===== config.mk =====
export PLATFORM = sky130hd
export DESIGN_NAME = fetch_unit
export DESIGN_NICKNAME = d
export VERILOG_FILES = /design/src/rtl/fetch_pkg.sv /design/src/rtl/fetch_queue.sv /design/src/rtl/fetch_unit.sv
export SDC_FILE = /design/constraint.sdc
export NUM_CORES = 1
export LEC_CHECK = 0
export CAP_MARGIN = 20
export CORE_UTILIZATION = 40
export DETAILED_ROUTE_END_ITERATION = 8
export GPL_TIMING_DRIVEN = 1
export PLACE_DENSITY_LB_ADDON = 0.12
export SLEW_MARGIN = 20
export SYNTH_ARGS = -nofsm -noshare
export SYNTH_HDL_FRONTEND = slang
export SYNTH_SLANG_ARGS = --single-unit

===== constraint.sdc =====
create_clock -name clk -period 2.9 [get_ports clk]
set_input_delay 0.29 -clock clk [delete_from_list [all_inputs] [get_ports clk]]
set_output_delay 0.29 -clock clk [all_outputs]
set_load 0.05 [all_outputs]

===== src/rtl/fetch_pkg.sv =====
// fetch_pkg: shared constants and types for the instruction-fetch stage.
//   FETCH_ADDR_WIDTH  default program-counter / memory-address width
//   FETCH_INSTR_WIDTH default instruction word width
//   FETCH_QUEUE_DEPTH default prefetch queue depth
//   FETCH_PC_STEP     default byte increment per sequential fetch
//   fetch_entry_t     one queued {pc, instr} pair at the default widths
package fetch_pkg;

    localparam int FETCH_ADDR_WIDTH  = 32;
    localparam int FETCH_INSTR_WIDTH = 32;
    localparam int FETCH_QUEUE_DEPTH = 4;
    localparam int FETCH_PC_STEP     = 4;

    typedef struct packed {
        logic [FETCH_ADDR_WIDTH-1:0]  pc;
        logic [FETCH_INSTR_WIDTH-1:0] instr;
    } fetch_entry_t;

endpackage


===== src/rtl/fetch_queue.sv =====
// fetch_queue: synchronous FIFO holding fetched {pc, instr} entries.
// Ports:
//   clk, reset      clock, asynchronous active-high reset
//   flush           clears all entries on the next edge (wins over push/pop)
//   push, wr_data   write one entry; accepted when not full or popping
//   pop             discard head entry; ignored when empty
//   rd_data         head entry, all-zero when empty
//   count           current occupancy
module fetch_queue #(
    parameter int WIDTH = 64,
    parameter int DEPTH = 4
) (
    input  logic                       clk,
    input  logic                       reset,
    input  logic                       flush,
    input  logic                       push,
    input  logic                       pop,
    input  logic [WIDTH-1:0]           wr_data,
    output logic [WIDTH-1:0]           rd_data,
    output logic [$clog2(DEPTH+1)-1:0] count
);

    localparam int PTR_W = $clog2(DEPTH);
    localparam int CNT_W = $clog2(DEPTH+1);
    localparam logic [CNT_W-1:0] FULL_COUNT = CNT_W'(DEPTH);
    localparam logic [PTR_W-1:0] PTR_ONE    = PTR_W'(1);
    localparam logic [CNT_W-1:0] CNT_ONE    = CNT_W'(1);

    logic [WIDTH-1:0] mem_r [DEPTH];
    logic [PTR_W-1:0] wr_ptr_r;
    logic [PTR_W-1:0] rd_ptr_r;
    logic [CNT_W-1:0] count_r;
    logic             pop_ok_s;
    logic             push_ok_s;

    // Qualify requests: pop needs data, push needs room unless a pop frees a slot.
    always_comb begin
        pop_ok_s  = 1'b0;
        push_ok_s = 1'b0;
        if (flush) begin
            pop_ok_s  = 1'b0;
            push_ok_s = 1'b0;
        end else begin
            pop_ok_s  = pop && (count_r != '0);
            push_ok_s = push && ((count_r != FULL_COUNT) || pop_ok_s);
        end
    end

    // Pointer and occupancy bookkeeping; pointers wrap because DEPTH is a power of two.
    always_ff @(posedge clk or posedge reset) begin
        if (reset) begin
            wr_ptr_r <= '0;
            rd_ptr_r <= '0;
            count_r  <= '0;
        end else if (flush) begin
            wr_ptr_r <= '0;
            rd_ptr_r <= '0;
            count_r  <= '0;
        end else begin
            if (push_ok_s) begin
                wr_ptr_r <= wr_ptr_r + PTR_ONE;
            end
            if (pop_ok_s) begin
                rd_ptr_r <= rd_ptr_r + PTR_ONE;
            end
            case ({push_ok_s, pop_ok_s})
                2'b10:   count_r <= count_r + CNT_ONE;
                2'b01:   count_r <= count_r - CNT_ONE;
                default: count_r <= count_r;
            endcase
        end
    end

    // Entry storage; contents are don't-care while not counted as occupied.
    always_ff @(posedge clk) begin
        if (push_ok_s) begin
            mem_r[wr_ptr_r] <= wr_data;
        end
    end

    // Head presentation, zeroed when nothing is queued.
    always_comb begin
        rd_data = '0;
        if (count_r != '0) begin
            rd_data = mem_r[rd_ptr_r];
        end else begin
            rd_data = '0;
        end
    end

    assign count = count_r;

endmodule


===== src/rtl/fetch_unit.sv =====
// fetch_unit: instruction-fetch stage with prefetch queue, redirect and back-pressure.
// Optional feature macro: FETCH_ALIGN_CHECK_EN (misaligned redirects fault and halt
// fetching instead of being silently aligned).
// Ports:
//   clk, reset                 clock, asynchronous active-high reset
//   fetch_en                   permits new fetches into the queue
//   redirect_valid/redirect_pc taken branch and its target; flushes the queue
//   imem_addr / imem_data      instruction-memory address (the PC) and its comb. read data
//   if_id_valid/ready          handshake towards decode
//   if_id_pc / if_id_instr     head entry, zero when empty
//   queue_count                queue occupancy
//   fetch_fault                sticky misaligned-redirect flag
module fetch_unit
    import fetch_pkg::*;
#(
    parameter int ADDR_WIDTH  = FETCH_ADDR_WIDTH,
    parameter int INSTR_WIDTH = FETCH_INSTR_WIDTH,
    parameter int QUEUE_DEPTH = FETCH_QUEUE_DEPTH,
    parameter int PC_STEP     = FETCH_PC_STEP,
    parameter logic [ADDR_WIDTH-1:0] RESET_PC = '0
) (
    input  logic                             clk,
    input  logic                             reset,
    input  logic                             fetch_en,
    input  logic                             redirect_valid,
    input  logic [ADDR_WIDTH-1:0]            redirect_pc,
    output logic [ADDR_WIDTH-1:0]            imem_addr,
    input  logic [INSTR_WIDTH-1:0]           imem_data,
    output logic                             if_id_valid,
    input  logic                             if_id_ready,
    output logic [ADDR_WIDTH-1:0]            if_id_pc,
    output logic [INSTR_WIDTH-1:0]           if_id_instr,
    output logic [$clog2(QUEUE_DEPTH+1)-1:0] queue_count,
    output logic                             fetch_fault
);

    localparam int ENTRY_W = ADDR_WIDTH + INSTR_WIDTH;
    localparam int CNT_W   = $clog2(QUEUE_DEPTH+1);
    localparam logic [CNT_W-1:0]      FULL_COUNT = CNT_W'(QUEUE_DEPTH);
    localparam logic [ADDR_WIDTH-1:0] STEP       = ADDR_WIDTH'(PC_STEP);
    // Low address bits that must be zero for an aligned fetch address.
    localparam logic [ADDR_WIDTH-1:0] ALIGN_MASK = ADDR_WIDTH'(PC_STEP - 1);

    logic [ADDR_WIDTH-1:0] pc_r;
    logic [ADDR_WIDTH-1:0] pc_next_s;
    logic [ENTRY_W-1:0]    head_s;
    logic [CNT_W-1:0]      count_s;
    logic                  halted_s;
    logic                  valid_s;
    logic                  push_s;
    logic                  pop_s;

`ifdef FETCH_ALIGN_CHECK_EN
    logic                  misaligned_s;
    logic                  halted_r;
    logic                  fault_r;

    assign misaligned_s = (redirect_pc & ALIGN_MASK) != '0;

    // Sticky fault/halt, only cleared by reset.
    always_ff @(posedge clk or posedge reset) begin
        if (reset) begin
            halted_r <= 1'b0;
            fault_r  <= 1'b0;
        end else if (redirect_valid && misaligned_s) begin
            halted_r <= 1'b1;
            fault_r  <= 1'b1;
        end else begin
            halted_r <= halted_r;
            fault_r  <= fault_r;
        end
    end

    assign halted_s    = halted_r;
    assign fetch_fault = fault_r;
`else
    assign halted_s    = 1'b0;
    assign fetch_fault = 1'b0;
`endif

    assign valid_s = (count_s != '0);

    // Redirect suppresses both queue operations; a pop can make room for a push when full.
    always_comb begin
        pop_s  = 1'b0;
        push_s = 1'b0;
        if (redirect_valid) begin
            pop_s  = 1'b0;
            push_s = 1'b0;
        end else begin
            pop_s  = valid_s && if_id_ready;
            push_s = fetch_en && !halted_s && ((count_s < FULL_COUNT) || pop_s);
        end
    end

    // Next PC: redirect target (aligned, or held on a faulting redirect), else sequential step.
    always_comb begin
        pc_next_s = pc_r;
        if (redirect_valid) begin
`ifdef FETCH_ALIGN_CHECK_EN
            if (misaligned_s) begin
                pc_next_s = pc_r;
            end else begin
                pc_next_s = redirect_pc & ~ALIGN_MASK;
            end
`else
            pc_next_s = redirect_pc & ~ALIGN_MASK;
`endif
        end else if (push_s) begin
            pc_next_s = pc_r + STEP;
        end else begin
            pc_next_s = pc_r;
        end
    end

    // Program counter register.
    always_ff @(posedge clk or posedge reset) begin
        if (reset) begin
            pc_r <= RESET_PC;
        end else begin
            pc_r <= pc_next_s;
        end
    end

    fetch_queue #(
        .WIDTH (ENTRY_W),
        .DEPTH (QUEUE_DEPTH)
    ) u_queue (
        .clk     (clk),
        .reset   (reset),
        .flush   (redirect_valid),
        .push    (push_s),
        .pop     (pop_s),
        .wr_data ({pc_r, imem_data}),
        .rd_data (head_s),
        .count   (count_s)
    );

    assign imem_addr   = pc_r;
    assign if_id_valid = valid_s;
    assign if_id_pc    = head_s[ENTRY_W-1 -: ADDR_WIDTH];
    assign if_id_instr = head_s[INSTR_WIDTH-1:0];
    assign queue_count = count_s;

endmodule


==> results by group <==
Outcome
  • Status: finished, final reports clean

Hold path
  • HP Class: input pin to flop
  • Hold Path Depth: 2

Setup path
  • R2R Path End: u_queue.count[2]
  • CP startpoint kind: flop
  • Worst-path fanout max: 47
  • CP Class: flop to output pin
  • Data arrival time of the critical path: 2.45 ns
  • CP peak stage delay: roughly 0.6 ns
  • Highest-delay cell along the critical path: or3_2
  • Reg2reg path depth: 6
  • CP Data Required Time: 2.61 ns
  • Worst setup path end: if_id_instr[21]
  • Critical path startpoint: u_queue.count[0]
  • Setup crit end kind: output pin
  • Start of the worst register-to-register path: u_queue.count[0]
  • R2R Setup Slk: 0.40 ns
  • Critical Path, Cell by Cell: or3_2 > buf_12 > and2_1 > dlygate4sd2_1

Layout
  • Area growth syn-to-layout: 27.1%
  • Fraction of final layout cells sized beyond drive strength 1: a little over a fifth
  • Most common cell after layout, fill and taps aside: edfxtp_1
  • Fill cell count: approximately 2,400
  • Most frequent cells in the layout: edfxtp_1, clkdlybuf4s50_1, and2_1
  • Finished Layout Cells: 1,234
  • Final net count: between 900 and 1,000
  • Antenna fix cells: 0
  • Register Area: 0.00838 mm^2
  • Multi-input gate area: ~0.0030 mm^2

Placement
  • RePlAce Congestion: slightly below 0.8
  • Port Buffers: 162
  • Detail Placement HPWL: 15,500 um
  • Cell Count Post-Placement: about 1,200
  • Pre-CTS WS: between 0.3 and 0.4 ns

Synth
  • Xor/xnor cell area share of the yosys netlist: 2.43%
  • Sequential area share after synthesis: 72.5%
  • Synth async-reset ratio: about an eighth
  • Post-Syn Area: around 0.012 mm^2
  • Post-synthesis register bit count: about 290
  • Mux contribution to synthesized area: 12.4%
  • Most used DFF post-synth: edfxtp_1
  • Post-synth EDFFs: 248
  • Fraction of the mapped netlist area in adder cells: 0.715%
  • Avg Inst Size Synth: 17.8 um^2
  • Synth Instances: between 600 and 700
  • Yosys cell types: 36
  • Largest family of logic cells by synthesized area: multiplexers
  • Synth Warn #: 0
  • Compound-gate portion of the synthesized area: 1.63%
  • Simple-gate area share of the yosys netlist: 8.49%

Timing
  • Final setup viols: 0
  • RSZ-0062 raised after global routing: no
  • Max_slew headroom: 61.6%
  • Fin Clk Skew: 0.00603 ns
  • Final Hold Fails: 0
  • Worst slew pin tran: around 0.57 ns
  • Maximum clock frequency: 365 MHz
  • Setup ws final: 0.161 ns
  • Tmin final: 2.74 ns
  • Slew Limit Fails: 0
  • Tcrit/Tclk final: 94.4%
  • Setup TNS: 0 ns

Floorplan
  • Starting Density: 41.1%
  • I/O pin count: 170
  • Die Wd: roughly 170 um
  • Chip height: 172 um
  • Die ar.: 0.0295 mm^2
  • Cell Rows: about 60
  • Core ar.: around 0.028 mm^2

Power and ir drop
  • Clock group share of total power: 28.1%
  • Power density over the cells: 925 mW/mm^2
  • Tot Pwr: approximately 14 mW
  • Comb power frac: around 36%
  • Sequential Power Share: ~36%
  • Switching share of total power: 35.1%
  • Worst VDD drop: 0.533 mV
  • Internal power: a little under 9 mW
  • Leakage power: 5.09 nW
  • P_sw: 4.77 mW

Route
  • Drt initial violations: 482
  • DRC: 0
  • DR vias: roughly 6,300
  • Via/cell ratio: about 5.1
  • Total wire length: 25,100 um
  • Routed WL per cell: 20.3 um
  • DRT Pass-1 Iters: 5
  • Post-route ant nets: 0

Clock tree
  • CTS buffer count: 30
  • H-tree levels: 1
  • CTS Root Cell: clkbuf_16
  • Cts hold-fix bufs: 0
  • Reg clk slew, reported paths: 0.06 ns
  • Worst-Skew Late Latency: 0.54 ns
  • CTS sink cnt: 285
  • Clock tree buffer depth: 3
  • CTS tree: yes

Global routing
  • Vias in the first global route: about 6,700
  • First-pass GRT wire length: slightly below 40,000 um
  • Largest net degree at the start of global routing: 62
  • Initial antenna violation count: 0
  • GRT Total Usage: about 17%
  • Grt total ovfl: 0

Run
  • Max-cap viol count: 0
-- registers in the layout, indices dropped and copies added (netlist names) --
signal,cells
u_queue.mem_r,248
imem_addr,30
u_queue.count,3
u_queue.rd_ptr_r,2
u_queue.wr_ptr_r,2
-- repair_timing --
item	CTS	global route
setup endpoints to repair	49	2
gates resized for setup	30	1
buffers inserted	0	1
-- synth_stat cells, types with 6 or more instances --
| cell | n | area, um^2 |
|---|---|---|
| edfxtp_1 | 248 | 7450 |
| and2_1 | 69 | 432 |
| mux4_2 | 62 | 1400 |
| nand2_1 | 41 | 154 |
| dfrtp_1 | 37 | 926 |
| o21ai_0 | 28 | 140 |
| clkbuf_1 | 23 | 86.3 |
| xor2_1 | 19 | 166 |
| nand4_1 | 16 | 100 |
| nor2_1 | 15 | 56.3 |
| xnor2_1 | 13 | 114 |
| nand3_1 | 11 | 55.1 |
| buf_2 | 10 | 50.1 |
| inv_1 | 9 | 33.8 |
| and3_1 | 7 | 43.8 |
| nor3_1 | 6 | 30.0 |
-- worst max-delay path, delay by kind of cell, from the launching register on --
kind                   cells  cell delay, ns
buffers and inverters      2            0.67
flip-flops                 1            0.44
AND/OR/NAND/NOR            2            0.79
-- power by group through the flow --
| stage | logic, mW | registers [mW] | clock network (mW) |
|---|---|---|---|
| 2_1_floorplan | 3.24 | 5.12 | 0 |
| 3_3_place_gp | 4.97 | 5.03 | 0 |
| 3_5_place_dp | 4.99 | 5.05 | 0 |
| 4_1_cts | 4.89 | 4.97 | 3.90 |
| 5_1_grt | 5.12 | 4.97 | 4.06 |
| 6_report | 4.83 | 4.94 | 3.81 |
-- metrics by stage --
stage / hold WS, ns / utilization [%] / area (um^2)
5_1_grt: 0.0751 / 52.2 / 14700
2_1_floorplan: 0.389 / - / 11600
6_report: 0.0842 / 52.2 / 14700
3_3_place_gp: 0.552 / 48.8 / 13700
3_5_place_dp: 0.573 / 48.8 / 13700
4_1_cts: 0.0586 / 52.2 / 14700
-- per-layer routing --
| metal | GRT usage, % | share of wire, % |
|---|---|---|
| met3 | 3.52 | 5.5 |
| met2 | 28.5 | 48 |
| met4 | 4.08 | 1.8 |
| met1 | 24.1 | 44 |
| met5 | 0 | 0 |
-- layout make-up --
| cell class | count | share of cell area, % |
|---|---|---|
| Inverter | 9 | 0.230 |
| Multi-Input combinational cell | 321 | 20.4 |
| Sequential cell | 285 | 57.1 |
| Tap cell | 378 | 3.22 |
| Clock inverter | 20 | 1.34 |
| Timing Repair Buffer | 185 | 12.3 |
| Clock buffer | 36 | 5.41 |
-- worst min path at each step --
stage / startpoint / endpoint / slack [ns]
2_1_floorplan: imem_data[0] / u_queue.mem_r[0][0] / 0.39
3_3_place_gp: u_queue.wr_ptr_r[1] / u_queue.wr_ptr_r[1] / 0.55
3_5_place_dp: u_queue.wr_ptr_r[1] / u_queue.wr_ptr_r[1] / 0.57
4_1_cts: redirect_valid / u_queue.rd_ptr_r[1] / 0.06
5_1_grt: redirect_valid / u_queue.wr_ptr_r[1] / 0.08
6_report: redirect_valid / u_queue.wr_ptr_r[1] / 0.08
-- cell families (layout without fill, tap and decap cells) --
group / count (synthesis) / in the layout
AO/OA/AOI/OAI: 35 / 35
XOR/XNOR: 32 / 32
adder cells (fa/ha/maj): 6 / 6
buffers and inverters: 47 / 250
flip-flops: 285 / 285
multiplexers: 65 / 65
other: 1 / 5
AND/OR/NAND/NOR: 178 / 178
Note: power is estimated with default switching activity, not from simulation.
==> variant 1: new RTL, same settings <==
Set the package constant `FETCH_ADDR_WIDTH` to 16 (it was 32).
--- a/src/rtl/fetch_pkg.sv
+++ b/src/rtl/fetch_pkg.sv
@@ -8,3 +8,3 @@
 
-    localparam int FETCH_ADDR_WIDTH  = 32;
+    localparam int FETCH_ADDR_WIDTH  = 16;
     localparam int FETCH_INSTR_WIDTH = 32;
Ports: changed (resized if_id_pc, imem_addr and redirect_pc); port bits go from 170 to 122. No check against the original RTL was run, so the function may have changed too.
==> variant 1 against the unedited design <==
Wire length decreased by 34%; setup slack lost 50 ps; sequential cell count decreased by 80; clock skew is 3.3 ps higher; area after synthesis is 28% lower; cell area is 29% lower; power decreased by 29%; critical path depth down 1; largest cell class unchanged.
==> variant 1: results (changes against the unedited design) <==
metric	value	unit	change
Post-Route WL	16.7	mm	-34%
fill count	1662		-30%
Critical path origin	u_queue.rd_ptr_r[0]		
DRT Pass-1 Iters	6		+1
pin count of the biggest net entering global routing	47		-24%
Post-synth EDFFs	184		-26%
total CTS buffers	22		-27%
Synth top area share	66.8	%	+2.3 points
reg2reg setup slack	850	ps	+450 ps
via count	4310		-31%
Worst Path Arrival	2500	ps	+50 ps
Peak VDD IR	0.000519	V	-2.8%
dpl hpwl	10.0	mm	-35%
P_leak	3.59	nW	-30%
initial drt markers	226		-53%
proportion of layout cells with a drive suffix above 1	23.5	%	+2.6 points
Synth area leaders	edfxtp_1 (67%), mux4_2 (13%), dfrtp_1 (6.4%), and2_1 (3.8%), xor2_1 (0.95%)		
RR Startpoint	u_queue.count[1]		
status	finished clean		
Rel. slew slack	41.4	%	-20 points
routability cong.	0.757		-4.1%
hold crit path type	primary input to asynchronous set/reset pin		
synth unique cells	43		+19%
max reg flops	184		-26%
ys async rst share	10.2	%	-2.7 points
number of global-route vias before repair	4557		-32%
Port Buffers	114		-30%
critical path fanouts, max	12		-74%
Psw	0.00341	W	-29%
synth cell count leaders	edfxtp_1 (184), and2_1 (50), mux4_2 (46)		
first-pass GRT wire length	25.8	mm	-33%
clk_lat worst skew	490	ps	-50 ps
sequential area share after synthesis	73.2	%	+0.65 points
NumNets Final	628		-31%
-- variant 1: area by class of cell --
type                    count  share of cell area, %
clock inverters             5                  0.457
well taps                 270                   3.25
multi-input cells         204                   19.8
repair buffers            129                   12.1
inverters                   7                  0.385
clock buffers              32                   5.85
flip-flops and latches    205                   58.2
diodes                      1                 0.0240
-- variant 1: power by group through the flow --
| stage | registers, W | logic (W) | clock network [W] |
|---|---|---|---|
| 6_report | 0.00359 | 0.00356 | 0.00256 |
| 5_1_grt | 0.00362 | 0.00376 | 0.00276 |
| 4_1_cts | 0.00359 | 0.00360 | 0.00263 |
| 3_5_place_dp | 0.00365 | 0.00360 | 0 |
| 3_3_place_gp | 0.00364 | 0.00357 | 0 |
| 2_1_floorplan | 0.00368 | 0.00245 | 0 |
-- variant 1: critical path: stages, from the launching register on --
cell             delay [ps]
dfrtp_4                 590
mux4_2                  540
and2_1                  170
clkdlybuf4s50_1         690
-- variant 1: metal layers --
layer / wire length [um] / global-route usage (%)
met5: 0 / 0
met4: 219 / 4.05
met3: 779 / 3.04
met2: 7870 / 25.4
met1: 7780 / 23.3
-- variant 1: worst paths after layout --
kind                       cells past startpoint                  end
setup / recovery                               3       if_id_instr[6]
hold / removal                                 2     u_queue.count[0]
setup reg to reg                               6     u_queue.count[2]
hold reg to reg                                2  u_queue.wr_ptr_r[1]
max in group asynchronous                      2  u_queue.rd_ptr_r[0]
min in group clk                               3         imem_addr[9]
-- variant 1: logic make-up after synthesis --
kind of cell	share of synthesized area, %
compound gates	1.70
xor+xnor	1.17
fa+ha+maj	0.999
buf+inv	2.13
flops	73.2
mux	12.9
other cells	0.0454
simple gates	7.86
-- variant 1: through the flow --
step | utilization [%] | std cells | area, um^2 | hold slack (ps) | setup slack [ps]
after CTS | 51.3 | 852 | 10400 | 304 | 29.3
after global placement | 48.1 | 815 | 9730 | 554 | 406
final | 51.4 | 853 | 10400 | 287 | 111
after detailed placement | 48.1 | 815 | 9730 | 568 | 342
after global routing | 51.4 | 852 | 10400 | 357 | 17.3
after floorplan | - | 442 | 8280 | 267 | 218
-- variant 1: what timing repair did --
item | in CTS | in global routing
gates resized for setup | 1 | 4
setup endpoints to repair | 11 | 9
setup buffers | 0 | 0
hold endpoints to repair | 0 | 0
==> variant 2: new RTL, same flow settings <==
Without the edit above. Register the output `queue_count`, cleared by the reset; this adds one clock of latency there. The other outputs are not delayed to match.
--- a/src/rtl/fetch_unit.sv
+++ b/src/rtl/fetch_unit.sv
@@ -142,3 +142,9 @@
     assign if_id_instr = head_s[INSTR_WIDTH-1:0];
-    assign queue_count = count_s;
+    always_ff @(posedge clk or posedge reset) begin
+        if (reset) begin
+            queue_count <= '0;
+        end else begin
+            queue_count <= count_s;
+        end
+    end
 
Function: changed (Yosys sat finds a counterexample within 4 cycles, from zero or initial values and one cycle with reset high).
==> variant 2 against the unedited design <==
Power up 2.4%; area after synthesis up 1.5%; cell area up 1.6%; global-route usage down 0.056 points; highest routed layer unchanged; non-clock buffer count up 8; sequential cell count up 3; wire length up 2.6%; setup slack better by 26 ps.
==> variant 2: results (changes against the unedited design) <==
metric	value	unit	change
RR Startpoint	u_queue.count[0]		
Synth area leaders	edfxtp_1 (64%), mux4_2 (12%), dfrtp_1 (8.5%), and2_1 (3.6%), xnor2_1 (1.9%)		
NumNets Final	915		+0.88%
Peak VDD IR	0.000470	V	-12%
dpl hpwl	16.6	mm	+7.4%
Worst Path Arrival	2420	ps	-30 ps
hold crit path type	primary input to asynchronous set/reset pin		
via count	6344		+1.1%
Max clock buf depth	3		unchanged
H-tree levels	1		unchanged
Ant. Diodes	0		unchanged
Post-synth EDFFs	248		unchanged
status	finished clean		
DRT Pass-1 Iters	5		unchanged
sequential area share after synthesis	72.1	%	-0.44 points
clock skew	9.62	ps	+3.58 ps
max reg flops	248		unchanged
yosys warns	0		unchanged
routability cong.	0.762		-3.4%
clk_lat worst skew	550	ps	
reg2reg setup slack	510	ps	+110 ps
clock root cell	clkbuf_16		
critical path fanouts, max	10		-79%
reg2reg end	u_queue.count[2]		
Top reg by flops	u_queue.mem_r		
pin count of the biggest net entering global routing	63		+1.6%
synth unique cells	44		+22%
synth cell count leaders	edfxtp_1 (248), and2_1 (68), mux4_2 (62)		
first-pass GRT wire length	39.7	mm	+2.3%
number of global-route vias before repair	6728		+0.66%
wire per inst	20.6	um	+1.5%
initial drt markers	419		-13%
worst reg2reg path depth	6		unchanged
ys async rst share	13.9	%	+0.91 points
Worst Tran Pin Value	640	ps	+65.8 ps
initial antenna violation count	0		unchanged
Total GRT Usage	17.4	%	-0.056 points
clk slew on worst S/H paths	60	ps	about the same
cts repair resizes	0		-100%
total CTS buffers	30		unchanged
proportion of layout cells with a drive suffix above 1	25.9	%	+5.0 points
P_leak	5.06	nW	-0.69%
Port Buffers	162		unchanged
==> variant 2: worst max-delay path, stage by stage (launching register included) <==
cell and delay, ps:
dfrtp_1 430, or3_2 520, buf_4 210, clkdlybuf4s50_1 710
==> variant 2: routing by layer <==
| layer | global-route usage (%) | vias to the layer above | wire (um) |
|---|---|---|---|
| li1 | - | 2884 | - |
| met1 | 23.5 | 3237 | 11200 |
| met2 | 29.4 | 188 | 12800 |
| met3 | 3.19 | 35 | 1280 |
| met4 | 3.91 | 0 | 397 |
| met5 | 0 | - | 0 |
==> variant 2: worst max-delay path by stage <==
stage | from | end | slack [ps] | cells after the start
floorplan | u_queue.count[2] | u_queue.mem_r[0][0] | 110 | 4
global placement | if_id_ready | u_queue.mem_r[1][52] | 360 | 6
detailed placement | if_id_ready | u_queue.mem_r[1][6] | 300 | 6
CTS | u_queue.rd_ptr_r[0] | if_id_pc[15] | 8 | 4
global route | u_queue.count[0] | if_id_valid | 120 | 3
finish | u_queue.count[0] | if_id_valid | 190 | 3
==> variant 2: cell families after synthesis <==
| logic type | synth area share (%) |
|---|---|
| flip-flops | 72.1 |
| AND/OR/NAND/NOR | 9.11 |
| multiplexers | 12.2 |
| buffers and inverters | 1.84 |
| AO/OA/AOI/OAI | 1.48 |
| XOR/XNOR | 2.54 |
| adder cells (fa/ha/maj) | 0.705 |
| other | 0.0320 |
==> variant 2: area by class of cell <==
cell class                      instances  area [um^2]
Fill cell                            2366        13900
Sequential cell                       288         8460
Multi-Input combinational cell        320         3080
Timing Repair Buffer                  193         1850
Clock buffer                           42          847
Tap cell                              384          480
Clock inverter                         14          175
Inverter                                7         26.3
==> variant 2: what timing repair did <==
item,in CTS,in global routing
setup endpoints to repair,0,8
hold buffers,1,0
hold endpoints to repair,1,0
setup buffers,0,6
==> variant 2: power by group <==
part	switching (W)	total, W	internal, W
sequential	0.000236	0.00503	0.00480
clock	0.00151	0.00390	0.00238
combinational	0.00311	0.00497	0.00186
==> variant 2: per-stage QoR <==
stage	instances	hold WS, ps	instance area (um^2)	worst slack (ps)
detailed placement	1185	455	13800	296
floorplan	653	389	11700	114
CTS	1242	138	14900	7.63
global placement	1185	446	13800	356
global route	1248	178	14900	125
finish	1248	139	14900	187
